### src/rtl/mips32_pkg.sv
// Shared definitions for the MIPS32 pipeline: fetch FSM states, reset PC
// and the branch opcodes decoded by the EX/MEM redirect logic.
package mips32_pkg;

  typedef enum logic [1:0] {
    IDLE,
    WAIT,
    FLUSH
  } fetch_state_t;

  localparam logic [31:0] DEFAULT_RESET_PC = 32'h0000_0000;

  localparam logic [5:0] BEQZ  = 6'b001110;
  localparam logic [5:0] BNEQZ = 6'b001101;

endpackage

### src/rtl/mips32_sync_fifo.sv
// Synchronous FIFO used as the prefetch queue; the head word is presented
// combinationally and flush returns it to the empty state in one cycle.
module mips32_sync_fifo #(
  parameter int DEPTH = 4,
  parameter int W     = 64
) (
  input  logic                     clk1,
  input  logic                     rst_n,
  input  logic                     push,
  input  logic                     pop,
  input  logic                     flush,
  input  logic [W-1:0]             wdata,
  output logic [W-1:0]             rdata,
  output logic [$clog2(DEPTH):0]   count
);

  localparam int PW = $clog2(DEPTH);
  localparam int CW = PW + 1;

  logic [W-1:0]  mem [DEPTH];
  logic [PW-1:0] rd_ptr;
  logic [PW-1:0] wr_ptr;
  logic          do_push;
  logic          do_pop;

  // A push into a full queue is only accepted when a pop frees the head slot.
  assign do_pop  = pop && (count != '0);
  assign do_push = push && ((count != CW'(DEPTH)) || do_pop);

  always_ff @(posedge clk1 or negedge rst_n) begin
    if (!rst_n) begin
      rd_ptr <= '0;
      wr_ptr <= '0;
      count  <= '0;
      for (int i = 0; i < DEPTH; i++) begin
        mem[i] <= '0;
      end
    end else if (flush) begin
      rd_ptr <= '0;
      wr_ptr <= '0;
      count  <= '0;
    end else begin
      if (do_push) begin
        mem[wr_ptr] <= wdata;
        wr_ptr      <= wr_ptr + 1'b1;
      end
      if (do_pop) begin
        rd_ptr <= rd_ptr + 1'b1;
      end
      count <= count + CW'(do_push) - CW'(do_pop);
    end
  end

  assign rdata = mem[rd_ptr];

endmodule

### src/rtl/mips32_fetch_queue.sv
// Instruction fetch unit: single-outstanding imem request FSM feeding a
// prefetch queue that drains into ID, with branch redirect and halt.
module mips32_fetch_queue
  import mips32_pkg::*;
#(
  parameter int          DEPTH    = 4,
  parameter int          AW       = 10,
  parameter logic [31:0] RESET_PC = DEFAULT_RESET_PC
) (
  input  logic                     clk1,
  input  logic                     rst_n,
  output logic                     imem_req,
  output logic [AW-1:0]            imem_addr,
  input  logic                     imem_ack,
  input  logic [31:0]              imem_rdata,
  input  logic                     redirect,
  input  logic [31:0]              redirect_pc,
  input  logic                     halt,
  output logic                     id_valid,
  input  logic                     id_ready,
  output logic [31:0]              id_ir,
  output logic [31:0]              id_npc,
  output logic [$clog2(DEPTH):0]   q_count
);

  localparam int CW = $clog2(DEPTH) + 1;

  fetch_state_t  state;
  fetch_state_t  state_next;
  logic [31:0]   fpc;
  logic [31:0]   fpc_next;
  logic [31:0]   fpc_inc;
  logic          req_next;
  logic [AW-1:0] addr_next;
  logic          push;
  logic          pop;
  logic          space;
  logic [CW:0]   cnt_after;
  logic [63:0]   fifo_rdata;

  assign fpc_inc  = fpc + 32'd1;
  assign id_valid = (q_count != '0);
  assign id_ir    = fifo_rdata[63:32];
  assign id_npc   = fifo_rdata[31:0];

  // A redirect flushes the queue, so neither the pop nor a returning word counts.
  always_comb begin
    push      = (state == WAIT) && imem_ack && !redirect;
    pop       = id_valid && id_ready && !redirect;
    cnt_after = {1'b0, q_count} + (CW+1)'(push) - (CW+1)'(pop);
    space     = (cnt_after < (CW+1)'(DEPTH));
  end

  always_ff @(posedge clk1 or negedge rst_n) begin
    if (!rst_n) begin
      state     <= IDLE;
      fpc       <= RESET_PC;
      imem_req  <= 1'b0;
      imem_addr <= '0;
    end else begin
      state     <= state_next;
      fpc       <= fpc_next;
      imem_req  <= req_next;
      imem_addr <= addr_next;
    end
  end

  always_comb begin
    state_next = state;
    fpc_next   = fpc;
    if (redirect) begin
      fpc_next = redirect_pc;
      if ((state == IDLE) || imem_ack) begin
        state_next = halt ? IDLE : WAIT;
      end else begin
        state_next = FLUSH;
      end
    end else begin
      unique case (state)
        IDLE: begin
          if (!halt && space) begin
            state_next = WAIT;
          end
        end
        WAIT: begin
          if (imem_ack) begin
            fpc_next   = fpc_inc;
            state_next = (!halt && space) ? WAIT : IDLE;
          end
        end
        FLUSH: begin
          if (imem_ack) begin
            state_next = halt ? IDLE : WAIT;
          end
        end
        default: state_next = IDLE;
      endcase
    end
  end

  // The address only moves when a fresh request starts; an outstanding one,
  // including a stale one being flushed, keeps its original address.
  always_comb begin
    req_next  = (state_next != IDLE);
    addr_next = imem_addr;
    if ((state_next == WAIT) && ((state == IDLE) || imem_ack)) begin
      addr_next = fpc_next[AW-1:0];
    end
  end

  mips32_sync_fifo #(
    .DEPTH (DEPTH),
    .W     (64)
  ) u_queue (
    .clk1  (clk1),
    .rst_n (rst_n),
    .push  (push),
    .pop   (pop),
    .flush (redirect),
    .wdata ({imem_rdata, fpc_inc}),
    .rdata (fifo_rdata),
    .count (q_count)
  );

endmodule

### config.mk
export PLATFORM = sky130hd
export DESIGN_NAME = mips32_fetch_queue
export DESIGN_NICKNAME = d
export VERILOG_FILES = /design/src/rtl/mips32_pkg.sv /design/src/rtl/mips32_sync_fifo.sv /design/src/rtl/mips32_fetch_queue.sv
export SDC_FILE = /design/constraint.sdc
export NUM_CORES = 1
export LEC_CHECK = 0
export ABC_AREA = 1
export BUFFER_PORTS_ARGS = -buffer_cell sky130_fd_sc_hd__buf_4
export CORE_MARGIN = 1.5
export CORE_UTILIZATION = 60
export CTS_CLUSTER_SIZE = 30
export DETAILED_ROUTE_END_ITERATION = 10
export PLACE_DENSITY = 0.81
export REMOVE_ABC_BUFFERS = 1
export SYNTH_ARGS = -nofsm -noshare
export SYNTH_HDL_FRONTEND = slang
export SYNTH_SLANG_ARGS = --single-unit
### constraint.sdc
create_clock -name clk1 -period 4.55 [get_ports clk1]
set_input_delay 0.2275 -clock clk1 [delete_from_list [all_inputs] [get_ports clk1]]
set_output_delay 0.2275 -clock clk1 [all_outputs]
set_load 0.05 [all_outputs]
==> results of run 1 <==
-- critical path, delay by kind of cell (launching register included) --
family                 cells  cell delay [ns]
buffers and inverters      3             1.53
DFF                        1             0.71
AOI/OAI and AO/OA          2             0.53
-- cells in the final DEF (no fill, tap or decap), types with 2 or more instances in the layout --
cell type	Yosys	final
nand2_1	479	479
dfrtp_1	308	306
o21ai_0	175	175
nor2_1	160	160
buf_4	0	157
o21ai_1	148	148
nand3_1	117	117
inv_1	94	92
o22ai_1	64	64
clkbuf_16	0	35
dlygate4sd3_1	0	25
o211ai_1	16	16
nor3_1	13	13
clkinv_2	0	12
nand4_1	11	11
xor2_1	10	10
ha_1	10	10
or2_1	8	8
clkbuf_8	0	8
bufinv_16	0	6
o221ai_1	5	5
or2_2	5	5
buf_12	0	5
a21oi_1	4	4
nor2_4	4	4
nor4_1	4	4
clkbuf_1	55	4
inv_2	5	2
-- per-stage QoR --
stage | hold slack (ns) | utilization | setup TNS, ns | power (mW)
finish | 0.00744 | 0.722 | 0 | 11.5
global route | 0.0232 | 0.722 | 0 | 12.1
CTS | 0.00465 | 0.722 | 0 | 11.5
detailed placement | 0.377 | 0.659 | 0 | 8.49
global placement | 0.385 | 0.659 | 0 | 8.39
floorplan | -0.0681 | - | -23.55 | 7.01
-- cell families (layout without fill, tap and decap cells) --
group,Yosys count,in the layout,synth area share
flops,308,308,0.532
simple gates,805,805,0.228
compound gates,416,416,0.154
buf+inv,205,349,0.0696
fa+ha+maj,11,11,0.0100
xor+xnor,11,11,0.00664
-- state kept, by name (all words and copies together), names as in the netlist --
| register | flops |
|---|---|
| imem_addr | 10 |
| fpc | 32 |
| u_queue.wr_ptr | 2 |
| u_queue.count | 3 |
| u_queue.rd_ptr | 2 |
| u_queue.mem | 256 |
| imem_req | 1 |
| state | 2 |
-- worst paths after layout --
kind | start | to | cells past startpoint
worst max-delay path | u_queue.rd_ptr[0] | id_npc[14] | 5
worst min-delay path | redirect_pc[26] | fpc[26] | 3
worst max register to register | state[1] | u_queue.mem[199] | 9
worst min register to register | u_queue.mem[148] | u_queue.mem[148] | 2
max in group asynchronous | rst_n | u_queue.mem[153] | 3
min in group asynchronous | rst_n | u_queue.mem[235] | 2
-- routing by layer --
metal / vias to the layer above / GRT usage
li1: 6080 / -
met1: 6334 / 0.423
met2: 583 / 0.528
met3: 119 / 0.0506
met4: 0 / 0.132
met5: - / 0
-- area by class of cell --
class                           count  share of cell area
Clock buffer                       47              0.0587
Clock inverter                     14              0.0131
Timing Repair Buffer              188              0.0906
Multi-Input combinational cell   1243               0.339
Inverter                          100              0.0224
Tap cell                          319              0.0234
Sequential cell                   308               0.452
-- power groups by stage --
stage / combinational [mW] / clock, mW / sequential, mW
CTS: 4.69 / 2.99 / 3.82
global route: 5.07 / 3.10 / 3.90
floorplan: 3.04 / 0 / 3.97
detailed placement: 4.64 / 0 / 3.85
global placement: 4.56 / 0 / 3.83
finish: 4.69 / 2.96 / 3.83
==> flow_metrics.env, run 1 <==
export IMPL_ctsResizeCount=0
export IMPL_end_kind="output port"
export IMPL_routed_wl_mm=39.1
export IMPL_comb_power_share=0.408
export IMPL_syn_area_um2=14500
export IMPL_seqCellArea_um2=7710
export IMPL_top_layer="met4"
export IMPL_diodes=0
export IMPL_core_um2=23600
export IMPL_finalSetupViolations=0
export IMPL_synthMostInstantiatedCell="nand2_1"
export IMPL_synthFlopType="dfrtp_1"
export IMPL_via_per_inst=5.91
export IMPL_p_int_mw=6.64
export IMPL_yosys_warnings=0
export IMPL_r2r_slack_ns=1.41
export IMPL_synth_cell_types=35
export IMPL_synthCells=1756
export IMPL_fmax_mhz=282
export IMPL_first_pass_iters=5
export IMPL_hpwlAfterDp_mm=23.8
export IMPL_critical_path_max_stage_delay_ns=0.75
export IMPL_cpMaxStageDelayCell="clkinv_2"
export IMPL_post_drt_wl_per_cell_um=17.6
export IMPL_cpMostUsedCell="buf_4"
export IMPL_ir_drop_mv=0.527
export IMPL_stdcell_area_um2=17000
export IMPL_postLayoutSetupSlackWorst_ns=1.00
export IMPL_avgSynthCellArea_um2=8.26
export IMPL_grt_use_total=0.320
export IMPL_htreeDepth=2
export IMPL_power_per_cell_area_nw_per_um2=674
export IMPL_synth_edf_count=0
export IMPL_drive_gt1_frac=0.128
export IMPL_grt_pass1_wl_mm=63.2
export IMPL_ys_ff_latch=308
export IMPL_cts_hold_fix_buffers=25
export IMPL_ant_nets=0
export IMPL_final_min_clock_period_ns=3.55
export IMPL_fin_worst_skew_ns=0.0213
export IMPL_fin_crit_sh=0.780
export IMPL_ioPinCount=149
export IMPL_relSlewSlack=0.370
export IMPL_clockBufferDepth=3
export IMPL_path_cells="clkinv_2, buf_4, o21ai_0, o22ai_1, buf_4"
export IMPL_p_switching_mw=4.85
export IMPL_fp_dieArea_um2=25100
export IMPL_dp_slack_ns=1.50
export IMPL_fp_dieH_um=158
export IMPL_critPathRequiredTime_ns=4.32
export IMPL_synth_top_area_cell="dfrtp_1"
export IMPL_swShare=0.422
export IMPL_cts_buffers_inserted=34
export IMPL_numClockSinks=308
export IMPL_fillCellCount=1791
export IMPL_path_clk_slew_ns=0.06
export IMPL_pwr_share_clk=0.258
export IMPL_cap_violations=0
export IMPL_syn_to_final_growth_pct=17.6
export IMPL_power_leakage_nw=8.50
export IMPL_drt_iter0_drc=1453
export IMPL_hold_class="primary input to flip-flop"
export IMPL_synth_top_area_frac=0.532
export IMPL_multi_input_area_um2=5780
export IMPL_hold_viol=0
export IMPL_critPathKind="flip-flop to output port"
export IMPL_crit_fanout=50
export IMPL_gp_congestion=0.997
export IMPL_synth_commonest_cells="479 x nand2_1, 308 x dfrtp_1, 175 x o21ai_0"
export IMPL_cts_root_buf="clkbuf_16"
export IMPL_cts_setup_buffers=0
export IMPL_synthArstFlopShare=1.00
export IMPL_synth_area_top_cells="dfrtp_1 53%, nand2_1 12%, o21ai_0 6.0%"
export IMPL_grt_max_degree=124
export IMPL_initial_core_util=0.614
export IMPL_antenna_found_initial=0
export IMPL_grt_pass1_vias=12642
export IMPL_seq_area_frac_synth=0.532
export IMPL_rows=56
export IMPL_dp_cells=2133
export IMPL_wl_met2_mm=18.7
export IMPL_fin_nets=1956
export IMPL_seqPwrFrac=0.334
export IMPL_clkLatencyLatePin_ns=0.52
export IMPL_portBuffers=148
export IMPL_rsz0062_at_grt="no"
export IMPL_critPathArrivalTime_ns=3.32
export IMPL_overflow=0
export IMPL_worst_setup_path_start_kind="flip-flop"
export IMPL_num_vias=13116
export IMPL_placedInstanceArea_um2=15600
export IMPL_die_w_um=158
export IMPL_drc=0
export IMPL_cts_tree="built"
export IMPL_outcome="finished, final reports clean"
export IMPL_maxSlewViolCount=0
export IMPL_met3_length_mm=2.73
export IMPL_final_cells=2219
export IMPL_tightest_slew_ns=0.945
export IMPL_drt_met1_wl_mm=16.1
Note: power is estimated with default switching activity, not from simulation.
==> run 2, diff against run 1 <==
--- a/config.mk
+++ b/config.mk
@@ -5,13 +5,13 @@
 export SDC_FILE = /design/constraint.sdc
 export NUM_CORES = 1
 export LEC_CHECK = 0
-export ABC_AREA = 1
+export ABC_AREA = 0
 export BUFFER_PORTS_ARGS = -buffer_cell sky130_fd_sc_hd__buf_4
 export CORE_MARGIN = 1.5
-export CORE_UTILIZATION = 60
+export CORE_UTILIZATION = 53
 export CTS_CLUSTER_SIZE = 30
 export DETAILED_ROUTE_END_ITERATION = 10
-export PLACE_DENSITY = 0.81
+export PLACE_DENSITY = 0.76
 export REMOVE_ABC_BUFFERS = 1
 export SYNTH_ARGS = -nofsm -noshare
 export SYNTH_HDL_FRONTEND = slang
==> constraint.sdc (replaced) <==
create_clock -name clk1 -period 3.1 [get_ports clk1]
set_input_delay 0.155 -clock clk1 [delete_from_list [all_inputs] [get_ports clk1]]
set_output_delay 0.155 -clock clk1 [all_outputs]
set_load 0.05 [all_outputs]
==> run 2 against run 1 <==
First-iteration DRC count down 60%. Synthesized cell count is 36% lower. Combinational power is 42% higher. Critical path depth grew 8. Wire length down 19%. Largest power group unchanged. Highest routed layer unchanged.
==> flow_metrics.env, run 2 <==
export IMPL_outcome="finished, final reports clean"
export IMPL_syn_to_final_growth_pct=24.0
export IMPL_grt_use_total=0.234
export IMPL_power_leakage_nw=7.90
export IMPL_synth_top_area_cell="dfrtp_1"
export IMPL_critPathArrivalTime_ns=3.24
export IMPL_worst_setup_path_start_kind="flip-flop"
export IMPL_ir_drop_mv=0.902
export IMPL_grt_max_degree=102
export IMPL_grt_pass1_vias=9894
export IMPL_r2r_slack_ns=0.24
export IMPL_synthMostInstantiatedCell="dfrtp_1"
export IMPL_die_w_um=166
export IMPL_cpMaxStageDelayCell="dfrtp_1"
export IMPL_fp_dieArea_um2=27500
export IMPL_rows=59
export IMPL_maxSlewViolCount=0
export IMPL_ys_ff_latch=308
export IMPL_fin_worst_skew_ns=0.0258
export IMPL_rsz0062_at_grt="no"
export IMPL_overflow=0
export IMPL_r2r_start="u_queue.count[2]"
export IMPL_synth_cell_types=49
export IMPL_clockBufferDepth=3
export IMPL_holdPathStages=4
export IMPL_final_cells=1686
export IMPL_critPathKind="flip-flop to flip-flop"
export IMPL_final_common_cell="dfrtp_1"
export IMPL_yosys_warnings=0
export IMPL_cap_violations=0
export IMPL_seq_area_frac_synth=0.547
export IMPL_largest_register_ffs=256
export IMPL_num_vias=9516
export IMPL_critPathRequiredTime_ns=3.48
export IMPL_synthFlopType="dfrtp_1"
export IMPL_final_cell_mix="306 x dfrtp_1, 167 x nand2_1, 165 x buf_4"
export IMPL_synth_commonest_cells="308 x dfrtp_1, 171 x nand2_1, 148 x o21ai_0"
export IMPL_synthCells=1127
export IMPL_initial_core_util=0.540
export IMPL_critical_path_max_stage_delay_ns=0.45
export IMPL_first_pass_iters=5
export IMPL_crit_fanout=10
export IMPL_fin_crit_sh=0.921
export IMPL_gp_congestion=0.788
export IMPL_synth_area_top_cells="dfrtp_1 55%, mux2_2 11%, mux4_2 10%"
export IMPL_numClockSinks=308
export IMPL_clkLatencyLatePin_ns=0.51
export IMPL_via_per_inst=5.64
export IMPL_hp_start="id_ready"
export IMPL_min_to="u_queue.rd_ptr[1]"
export IMPL_core_um2=26100
export IMPL_path_clk_slew_ns=0.06
export IMPL_synthArstFlopShare=1.00
export IMPL_post_drt_wl_per_cell_um=18.7
export IMPL_routed_wl_mm=31.5
export IMPL_tns_ns=0
export IMPL_ff2ff_path_depth=13
export IMPL_syn_area_um2=14100
export IMPL_grt_pass1_wl_mm=51.7
export IMPL_path_cells="inv_1, nand3_1, nand2_1, nor2_1, ha_1, inv_1, ha_1, nand2b_1, o21bai_1, mux2_4, o31ai_4, buf_12, mux2_2"
export IMPL_antenna_found_initial=0
export IMPL_avgSynthCellArea_um2=12.5
export IMPL_finalSetupViolations=0
export IMPL_cts_tree="built"
export IMPL_hold_class="primary input to flip-flop"
export IMPL_synth_top_area_frac=0.547
export IMPL_tightest_slew_ns=0.810
export IMPL_diodes=0
export IMPL_synth_edf_count=0
export IMPL_power_mw=16.5
export IMPL_drc=0
export IMPL_cts_buffers_inserted=34
export IMPL_top_register="u_queue.mem"
export IMPL_hold_viol=0
export IMPL_ant_nets=0
export IMPL_end_kind="flip-flop"
export IMPL_reg_top3="u_queue.mem (256), fpc (32), imem_addr (10)"
export IMPL_portBuffers=148
export IMPL_worstReg2RegEnd="imem_addr[3]"
export IMPL_fin_nets=1407
export IMPL_dp_cells=1557
export IMPL_fp_dieH_um=166
export IMPL_fillCellCount=1923
export IMPL_relSlewSlack=0.456
export IMPL_ioPinCount=149
export IMPL_cts_root_buf="clkbuf_16"
export IMPL_drive_gt1_frac=0.338
export IMPL_hpwlAfterDp_mm=19.4
export IMPL_drt_iter0_drc=575
export IMPL_final_min_clock_period_ns=2.86
export IMPL_htreeDepth=2
export IMPL_power_per_cell_area_nw_per_um2=946
export IMPL_fmax_mhz=350
[run 2: changes by cell type after synthesis, sizes merged, moves of 16 or more]
cell and delta:
o22ai -64, mux2 +144, nand2 -310, xnor2 +27
nand3 -100, o211ai -16, nor2 -145, xor2 +18
inv -86, mux4 +64, o21ai -169
[run 2: worst max-delay path, delay by kind of cell (launching register included)]
kind / cells / cell delay [ns]
DFF: 1 / 0.45
and+or+nand+nor: 4 / 0.40
adders and majority gates: 2 / 0.42
buffers and inverters: 3 / 0.30
muxes: 2 / 0.69
AOI/OAI and AO/OA: 2 / 0.43
[run 2: kinds of logic (layout without fill, tap and decap cells)]
family,Yosys count,in the layout,share of synthesized area
flip-flops,308,308,0.547
AND/OR/NAND/NOR,276,276,0.0949
multiplexers,210,210,0.219
AO/OA/AOI/OAI,174,174,0.0667
buffers and inverters,92,316,0.0266
XOR/XNOR,56,56,0.0348
adder cells (fa/ha/maj),11,11,0.0103
[run 2: area by class of cell]
cell class,instances,area (um^2),area share
Timing Repair Buffer,242,2100,0.121
Tap cell,335,419,0.0240
Clock inverter,7,66.3,0.00380
Clock buffer,54,1080,0.0618
Multi-Input combinational cell,727,6030,0.345
Inverter,13,48.8,0.00279
Sequential cell,308,7710,0.442
[run 2: layer usage]
layer  routed length [um]  track usage
met4                  650       0.0638
met2                15100        0.379
met3                 1550       0.0417
met1                14200        0.328
met5                    0            0
[run 2: how the worst max path moves through the flow]
stage / startpoint / end / slack, ns
5_1_grt: u_queue.count[2] / imem_addr[3] / 0.12
2_1_floorplan: u_queue.rd_ptr[0] / id_ir[0] / -0.47
6_report: u_queue.count[2] / imem_addr[3] / 0.24
3_5_place_dp: u_queue.count[2] / imem_addr[3] / 0.20
4_1_cts: u_queue.count[2] / imem_addr[3] / 0.14
3_3_place_gp: u_queue.count[2] / imem_addr[4] / 0.25
[run 2: what timing repair did]
item                                   4_1_cts  5_1_grt
resized for setup                            0        0
endpoints found under the hold margin      257        0
buffers inserted                             0        1
hold buffers                                67        0
setup endpoints to repair                    0        8
[run 2: where the power goes]
part	internal (mW)	switching, mW
logic	2.65	3.99
clock network	2.48	1.60
registers	5.09	0.725
total	10.2	6.31
[run 2: through the flow]
stage	area (um^2)	setup slack, ns	utilization	hold slack, ns
2_1_floorplan	13800	-0.470	-	-0.141
3_3_place_gp	15600	0.254	0.600	0.241
3_5_place_dp	15600	0.200	0.600	0.252
4_1_cts	17400	0.142	0.669	0.000696
5_1_grt	17500	0.123	0.670	0.0357
6_report	17500	0.244	0.670	0.0174
